===== config.mk =====
export PLATFORM = sky130hd
export DESIGN_NAME = time_keeper
export DESIGN_NICKNAME = d
export VERILOG_FILES = /design/src/rtl/time_keeper.sv
export SDC_FILE = /design/constraint.sdc
export NUM_CORES = 1
export LEC_CHECK = 0
export ABC_AREA = 1
export CORE_ASPECT_RATIO = 1.2
export CORE_UTILIZATION = 30
export DETAILED_ROUTE_END_ITERATION = 8
export GPL_TIMING_DRIVEN = 0
export MAX_ROUTING_LAYER = met4
export PLACE_DENSITY = 0.56
export SETUP_SLACK_MARGIN = 0.1
export SYNTH_ARGS = -nofsm -noshare
export SYNTH_HDL_FRONTEND = slang
export SYNTH_SLANG_ARGS = --single-unit
export TNS_END_PERCENT = 50

===== constraint.sdc =====
create_clock -name clk5MHz -period 2.6 [get_ports clk5MHz]
set_clock_uncertainty 0.15 [all_clocks]
set_input_delay 0.52 -clock clk5MHz [delete_from_list [all_inputs] [get_ports clk5MHz]]
set_output_delay 0.52 -clock clk5MHz [all_outputs]
set_load 0.01 [all_outputs]

===== src/rtl/time_keeper.sv =====
// time_keeper: 24-hour BCD wall clock plus alarm, advanced by the one-minute pulse stream.
// Every control input is synchronised and edge-detected in the clk5MHz domain.

module time_keeper #(
  parameter int unsigned SYNC_STAGES  = 2,
  parameter int unsigned RING_MINUTES = 5
) (
  input  logic       clk5MHz,
  input  logic       reset,
  input  logic       pulse1min,
  input  logic       hourAdv,
  input  logic       alarmMinAdv,
  input  logic       setAlarm,
  input  logic       alarmEnable,
  input  logic       alarmOff,
  output logic [7:0] hoursBCD,
  output logic [7:0] minutesBCD,
  output logic [7:0] alarmHoursBCD,
  output logic [7:0] alarmMinutesBCD,
  output logic       minuteTick,
  output logic       alarmRing
);

  localparam int unsigned NumIn     = 6;
  localparam int unsigned NumEdge   = 4;
  localparam logic [5:0]  RingLimit = 6'(RING_MINUTES);

  typedef enum logic [0:0] {StIdle, StRinging} ring_state_e;

  function automatic logic [7:0] hour_inc(input logic [7:0] h);
    logic [7:0] r;
    if (h == 8'h23) begin
      r = 8'h00;
    end else if (h[3:0] == 4'd9) begin
      r = {h[7:4] + 4'd1, 4'd0};
    end else begin
      r = {h[7:4], h[3:0] + 4'd1};
    end
    return r;
  endfunction

  function automatic logic [7:0] min_inc(input logic [7:0] m);
    logic [7:0] r;
    if (m[3:0] != 4'd9) begin
      r = {m[7:4], m[3:0] + 4'd1};
    end else if (m[7:4] == 4'd5) begin
      r = 8'h00;
    end else begin
      r = {m[7:4] + 4'd1, 4'd0};
    end
    return r;
  endfunction

  // Input synchronisers. Bits [3:0] are edge-counted, bits [5:4] are levels.
  logic [NumIn-1:0]                  async_in;
  logic [SYNC_STAGES-1:0][NumIn-1:0] sync_q;
  logic [NumIn-1:0]                  synced;
  logic [NumIn-1:0]                  level_q;
  logic [NumEdge-1:0]                edge_q;

  assign async_in = {alarmEnable, setAlarm, alarmOff, alarmMinAdv, hourAdv, pulse1min};
  assign synced   = sync_q[SYNC_STAGES-1];

  always_ff @(posedge clk5MHz) begin
    if (!reset) begin
      sync_q  <= '0;
      level_q <= '0;
      edge_q  <= '0;
    end else begin
      sync_q  <= {sync_q[SYNC_STAGES-2:0], async_in};
      level_q <= synced;
      edge_q  <= synced[NumEdge-1:0] & ~level_q[NumEdge-1:0];
    end
  end

  // Levels are taken from level_q so they line up with the registered edge strobes.
  logic pulse_edge, hour_edge, amin_edge, off_edge, set_alarm, alarm_en;

  assign pulse_edge = edge_q[0];
  assign hour_edge  = edge_q[1];
  assign amin_edge  = edge_q[2];
  assign off_edge   = edge_q[3];
  assign set_alarm  = level_q[4];
  assign alarm_en   = level_q[5];

  logic [7:0] hour_q, hour_d;
  logic [7:0] min_q, min_d;
  logic [7:0] ahour_q, ahour_d;
  logic [7:0] amin_q, amin_d;
  logic       match_q, match_d;
  logic       hour_carry, time_hour_edit, time_upd;

  always_comb begin
    min_d          = min_q;
    hour_d         = hour_q;
    ahour_d        = ahour_q;
    amin_d         = amin_q;
    hour_carry     = pulse_edge & (min_q == 8'h59);
    time_hour_edit = hour_edge & ~set_alarm;
    time_upd       = pulse_edge | time_hour_edit;

    if (pulse_edge) begin
      min_d = min_inc(min_q);
    end
    // Carry and button can both land in one cycle: two hour steps.
    if (hour_carry) begin
      hour_d = hour_inc(hour_d);
    end
    if (time_hour_edit) begin
      hour_d = hour_inc(hour_d);
    end

    if (hour_edge && set_alarm) begin
      ahour_d = hour_inc(ahour_q);
    end
    if (amin_edge && set_alarm) begin
      amin_d = min_inc(amin_q);
    end

    // Only time updates may arm a ring; alarm edits alone never do.
    match_d = time_upd & ({hour_d, min_d} == {ahour_d, amin_d});
  end

  always_ff @(posedge clk5MHz) begin
    if (!reset) begin
      hour_q  <= 8'h00;
      min_q   <= 8'h00;
      ahour_q <= 8'h00;
      amin_q  <= 8'h00;
      match_q <= 1'b0;
    end else begin
      hour_q  <= hour_d;
      min_q   <= min_d;
      ahour_q <= ahour_d;
      amin_q  <= amin_d;
      match_q <= match_d;
    end
  end

  ring_state_e state_q, state_d;
  logic [5:0]  cnt_q, cnt_d;
  logic [5:0]  cnt_inc;
  logic        trigger;

  assign cnt_inc = cnt_q + 6'd1;
  assign trigger = match_q & alarm_en;

  always_comb begin
    state_d = state_q;
    cnt_d   = cnt_q;
    unique case (state_q)
      StIdle: begin
        if (trigger) begin
          state_d = StRinging;
          cnt_d   = 6'd0;
        end
      end
      StRinging: begin
        if (trigger) begin
          cnt_d = 6'd0;
        end else if (off_edge || !alarm_en) begin
          state_d = StIdle;
          cnt_d   = 6'd0;
        end else if (pulse_edge) begin
          if (cnt_inc == RingLimit) begin
            state_d = StIdle;
            cnt_d   = 6'd0;
          end else begin
            cnt_d = cnt_inc;
          end
        end
      end
      default: begin
        state_d = StIdle;
        cnt_d   = 6'd0;
      end
    endcase
  end

  always_ff @(posedge clk5MHz) begin
    if (!reset) begin
      state_q <= StIdle;
      cnt_q   <= 6'd0;
    end else begin
      state_q <= state_d;
      cnt_q   <= cnt_d;
    end
  end

  assign hoursBCD        = hour_q;
  assign minutesBCD      = min_q;
  assign alarmHoursBCD   = ahour_q;
  assign alarmMinutesBCD = amin_q;
  assign minuteTick      = pulse_edge;
  assign alarmRing       = (state_q == StRinging);

endmodule


==> results of run 1 <==
[where the power goes]
part	switching (mW)	internal (mW)	total, mW
Combinational	0.0484	0.0331	0.0815
Clock	0.438	0.640	1.08
Sequential	0.00902	0.964	0.973
[Yosys cell counts (all sizes together)]
| cell type | number |
|---|---|
| nand2 | 188 |
| inv | 93 |
| nor2 | 70 |
| dfxtp | 62 |
| nand3 | 56 |
| a21oi | 15 |
| ha | 14 |
| nand4 | 12 |
| o21ai | 12 |
| xor2 | 7 |
| clkbuf | 6 |
| nor3 | 6 |
| buf | 3 |
| a22oi | 2 |
| clkinv | 2 |
| nand3b | 2 |
| nor4 | 2 |
| o211ai | 2 |
| or2 | 2 |
| xnor2 | 2 |
| a21boi | 1 |
| a21o | 1 |
| and3 | 1 |
| o2111ai | 1 |
| o21bai | 1 |
| o22ai | 1 |
[through the flow]
step	cell area (µm²)	setup TNS [ps]	cells
2_1_floorplan	3650	0	564
3_3_place_gp	4260	-274	762
3_5_place_dp	4260	-306	762
4_1_cts	4700	-6.49	786
5_1_grt	4890	-91.7	801
6_report	4890	0	801
[flip-flops by register name, indices dropped and copies added, names as in the netlist]
| signal | flops |
|---|---|
| alarmHoursBCD | 8 |
| alarmMinutesBCD | 8 |
| alarmRing | 1 |
| cnt_q | 6 |
| edge_q | 4 |
| hoursBCD | 8 |
| level_q | 6 |
| match_q | 1 |
| minutesBCD | 8 |
| sync_q | 6 |
| synced | 6 |
[cells by family after synthesis]
| kind of cell | synth area share (%) |
|---|---|
| xor+xnor | 2.16 |
| compound gates | 5.97 |
| buf+inv | 10.8 |
| simple gates | 42.3 |
| flops | 34.0 |
| fa+ha+maj | 4.80 |
[area by class of cell]
type	instances	share of cell area [%]
clock inverters	6	0.793
repair buffers	64	11.9
plain buffers	9	0.742
multi-input cells	398	44.7
clock buffers	10	4.68
inverters	95	7.40
flip-flops and latches	62	25.7
well taps	157	4.02
[critical path, stage by stage (launching register included)]
cell	delay, ps
dfxtp_4	370
inv_4	60
ha_4	130
nand2_2	60
nor2_4	190
nand2_1	80
o211ai_1	90
nand2_1	90
nand2_2	100
inv_4	50
ha_4	160
nand2_4	70
inv_2	30
nand2_2	50
nor2_2	40
nand3_2	100
nand3_2	100
nand2_1	80
nand2_1	50
inv_1	50
nand2_1	50
nor2_2	90
nand2_1	70
nor2_2	100
[layer usage]
metal	up-vias	share of wire [%]	global-route usage [%]
li1	1904	-	-
met1	1607	45	17.8
met2	56	49	25.7
met3	13	3.1	3.47
met4	0	2.2	6.70
met5	-	0	-
[what timing repair did]
| action | CTS | global route |
|---|---|---|
| pin swaps | 15 | 28 |
| cloned | 0 | 0 |
| setup endpoints to repair | 6 | 4 |
| endpoints found under the hold margin | 0 | 0 |
| setup buffers | 8 | 15 |
| resized for setup | 31 | 23 |
[final timing paths]
| check | from | endpoint | slack [ps] | cells past startpoint |
|---|---|---|---|---|
| max | hoursBCD[1] | match_q | 90 | 23 |
| min | level_q[2] | edge_q[2] | 230 | 1 |
| max reg2reg | hoursBCD[1] | match_q | 90 | 23 |
| min reg2reg | level_q[2] | edge_q[2] | 230 | 1 |
==> results.yml, run 1 <==
clocking:
  root_buffer: "clkbuf_16"
  cts_buffer_depth: 2
  cts_tree: "yes"
  cts_hold_buf: 0
  numCtsBuffers: 9
  clk_pin_slew_ps: 60
  htree_num_levels: 3
  clk_latency_ps: 330
  clock-sinks: 62
critical_path:
  cp_max_fo: 8
  cp-end-kind: "flip-flop"
  start_kind: "flip-flop"
  cp.arrival_ps: 2610
  path_class: "flip-flop to flip-flop"
  cp.required_ps: 2710
run_status:
  outcome: "completed"
detailed_routing:
  wl_per_cell_um: 11.2
  vias: 3580
  drc: 0
  antenna_left: 0
  wl_um: 8980
  viasPerCell: 4.47
  drt-initial-drc-count: 165
  drt_pre_antenna_iters: 6
die:
  coreArea_mm2: 0.0117
  rows: 43
  top_level_ports: 42
  die_w_um: 103
  dieArea_mm2: 0.0126
  start_util_pct: 31.1
  die_h_um: 123
final_layout:
  num_antenna_cells: 0
  mostFrequentLayoutCells: "167 x nand2_1, 83 x inv_1, 58 x nor2_1, 54 x dfxtp_1, 45 x nand3_1"
  final_common_cell: "nand2_1"
  fin_nets: 661
  seqCellArea_mm2: 0.00126
  drive_gt1_share_pct: 17.9
  syn2layout_area_growth_pct: 33.9
  multiInputGateArea_mm2: 0.00218
  fillers: 1226
  finish.utilization_pct: 41.7
yosys:
  ys_types: 37
  synth_top_area_cell: "dfxtp_1"
  ys_warn_count: 0
  synth_top_cell_area_share_pct: 34.0
  syn_area_per_cell_um2: 6.47
  syn_area_mm2: 0.00365
  synth_area_leaders: "dfxtp_1 34%, nand2_1 18%, inv_1 8.9%"
  yosysSeqAreaShare_pct: 34.0
  synth_seq_cells: 62
  synthCells: 564
  syn_nets: 586
sta:
  maxSlewHeadroom_pct: 38.1
  setup_viol: 0
  worst_slack_ps: 94.8
  whs_ps: 233
  finalHoldViolCount: 0
  tightest_slew_ps: 919
  grt_setup_unrepaired: "true"
  period_minus_slack_ps: 2510
  slew_violations: 0
  fmax_mhz: 399
  finalCritPeriodShare_pct: 96.4
global_route:
  grt_pass1_vias: 3299
  antenna_found_initial: 0
  grt_overflow: 0
  grt.total_usage_pct: 15.5
  grt_pass1_wl_um: 14700
  grt_start_max_net_pins: 12
placement:
  dp_hpwl_um: 6590
  portBuffers: 41
  dpl_worst_slack_ps: -301
  gp_congestion: 0.793
min_path:
  hp-class: "flip-flop to flip-flop"
flow_run:
  maxCapViolCount: 0
pwr:
  p_leak_nw: 2.28
  ir_worst_vdd_mv: 0.311
  total_power_mw: 2.13
  powerDensity_mw_per_mm2: 436
Note: power is estimated with default switching activity, not from simulation.
==> run 2, diff against run 1 <==
- CORE_MARGIN: unset -> 2
==> results.yml, run 2 (synthesis results as in run 1) <==
detailed_routing:
  drc: 0
  antenna_left: 0
  drt-initial-drc-count: 117
  wl_met3_um: 241
  wl_um: 9250
  vias: 3623
  drt_pre_antenna_iters: 5
  top_layer_used: "met4"
  wl_met2_um: 4670
  viasPerCell: 4.47
  met1_length_um: 4130
  wl_per_cell_um: 11.4
final_layout:
  mostFrequentLayoutCells: "168 x nand2_1, 84 x inv_1, 57 x nor2_1, 54 x dfxtp_1, 44 x nand3_1"
  final_cells: 810
  finish.utilization_pct: 42.2
  final_common_cell: "nand2_1"
  num_antenna_cells: 0
  syn2layout_area_growth_pct: 38.8
  fin_nets: 666
  fillers: 1256
  drive_gt1_share_pct: 19.0
critical_path:
  reg2reg_from: "hoursBCD[1]"
  cp.arrival_ps: 2630
  start_kind: "flip-flop"
  cp.required_ps: 2720
  cp_max_fo: 8
  rrSetupSlack_ps: 90
  startpoint: "hoursBCD[1]"
  path_class: "flip-flop to flip-flop"
  endpoint: "match_q"
  cp-end-kind: "flip-flop"
  r2r_end: "match_q"
  reg2reg_depth: 19
sta:
  finalHoldViolCount: 0
  slew_violations: 0
  setup_viol: 0
  period_minus_slack_ps: 2510
  worst_slack_ps: 89.2
  maxSlewHeadroom_pct: 37.2
  grt_setup_unrepaired: "true"
  tightest_slew_ps: 933
  finalCritPeriodShare_pct: 96.6
  fmax_mhz: 398
die:
  die_w_um: 105
  coreArea_mm2: 0.0120
  top_level_ports: 42
  rows: 44
  start_util_pct: 30.4
  die_h_um: 125
  dieArea_mm2: 0.0131
global_route:
  antenna_found_initial: 0
  grt_start_max_net_pins: 13
  grt_pass1_wl_um: 15200
  grt.total_usage_pct: 14.6
  grt_overflow: 0
  grt_pass1_vias: 3338
clocking:
  cts_tree: "yes"
  cts_buffer_depth: 2
  clk_pin_slew_ps: 60
  clk_latency_ps: 330
  clock-sinks: 62
  numCtsBuffers: 9
  htree_num_levels: 3
  cts_hold_buf: 0
  root_buffer: "clkbuf_16"
run_status:
  outcome: "completed"
placement:
  dp.cells: 766
  dp_hpwl_um: 6610
  portBuffers: 41
  dpl_worst_slack_ps: -303
  gp_congestion: 0.811
pwr:
  seqPwrFrac_pct: 40.9
  power.share.switching_pct: 21.4
  powerDensity_mw_per_mm2: 468
  power_frac_comb_pct: 3.5
  p_leak_nw: 2.37
  ir_worst_vdd_mv: 0.347
  switching_power_mw: 0.507
  power_frac_clock_pct: 55.6
  internal_power_mw: 1.87
min_path:
  hp-class: "flip-flop to flip-flop"
flow_run:
  maxCapViolCount: 0
-- run 2: changes by cell type in the layout (fill, tap and decap cells not counted), moves of 2 or more --
cell | previous run | this run
nand3_4 | 1 | 5
dfxtp_2 | 5 | 3
nand2_2 | 17 | 13
nand2_4 | 4 | 7
buf_4 | 23 | 28
dfxtp_4 | 3 | 5
nand3_2 | 10 | 7
clkinv_2 | 3 | 0
inv_6 | 0 | 2
bufinv_16 | 0 | 2
ha_1 | 9 | 7
-- run 2: how the worst min path moves through the flow --
| stage | from | to | cells past startpoint |
|---|---|---|---|
| 6_report | level_q[1] | edge_q[1] | 1 |
| 5_1_grt | level_q[2] | edge_q[2] | 1 |
| 4_1_cts | level_q[1] | edge_q[1] | 1 |
| 3_5_place_dp | level_q[1] | edge_q[1] | 1 |
| 3_3_place_gp | level_q[2] | edge_q[2] | 1 |
| 2_1_floorplan | level_q[0] | edge_q[0] | 1 |
-- run 2: layout make-up --
type | instances | area [µm²] | share of cell area, %
clock buffer | 10 | 239 | 4.72
tap | 161 | 201 | 3.98
inverter | 95 | 364 | 7.19
buffer | 9 | 36.3 | 0.716
timing repair buffer | 69 | 621 | 12.2
sequential | 62 | 1260 | 24.9
clock inverter | 6 | 92.6 | 1.83
multi-input combinational | 398 | 2250 | 44.4
-- run 2: critical path: stages, from the launching register on --
cell and delay (ps):
dfxtp_4 380, inv_4 40, ha_4 160, nand2_4 70, nor2_4 60, nor2_1 150, nand2_2 90, o21ai_4 220
inv_2 70, ha_4 170, nand3_4 70, nor2_4 60, nand3b_1 170, buf_4 140, nand4_1 80, nand2_1 60
nand2_1 60, nor2_2 100, nand2_1 70, nor2_2 90
-- run 2: power by group through the flow --
stage,logic (mW),clock network (mW),registers [mW]
global route,0.0932,1.40,0.972
floorplan,0.0429,0,0.993
CTS,0.0801,1.35,0.971
finish,0.0821,1.32,0.970
detailed placement,0.0727,0,0.995
global placement,0.0719,0,0.994
-- run 2: repair_timing --
action,in CTS,in global routing
setup buffers,19,9
setup endpoints to repair,6,2
pin swaps,22,23
gates resized for setup,37,28
-- run 2: per-stage QoR --
step | power (mW) | hold WS [ps] | cell area (µm²) | TNS (ps)
after floorplan | 1.04 | 218 | 3650 | 0
after global routing | 2.46 | 252 | 5070 | -116
after global placement | 1.07 | 223 | 4260 | -262
final | 2.37 | 232 | 5070 | 0
after detailed placement | 1.07 | 227 | 4260 | -303
after CTS | 2.40 | 235 | 4880 | 0
-- run 2: layer usage --
metal	track usage [%]	vias up
li1	-	1911
met1	16.7	1637
met2	25.3	60
met3	2.25	15
met4	6.35	0
met5	-	-
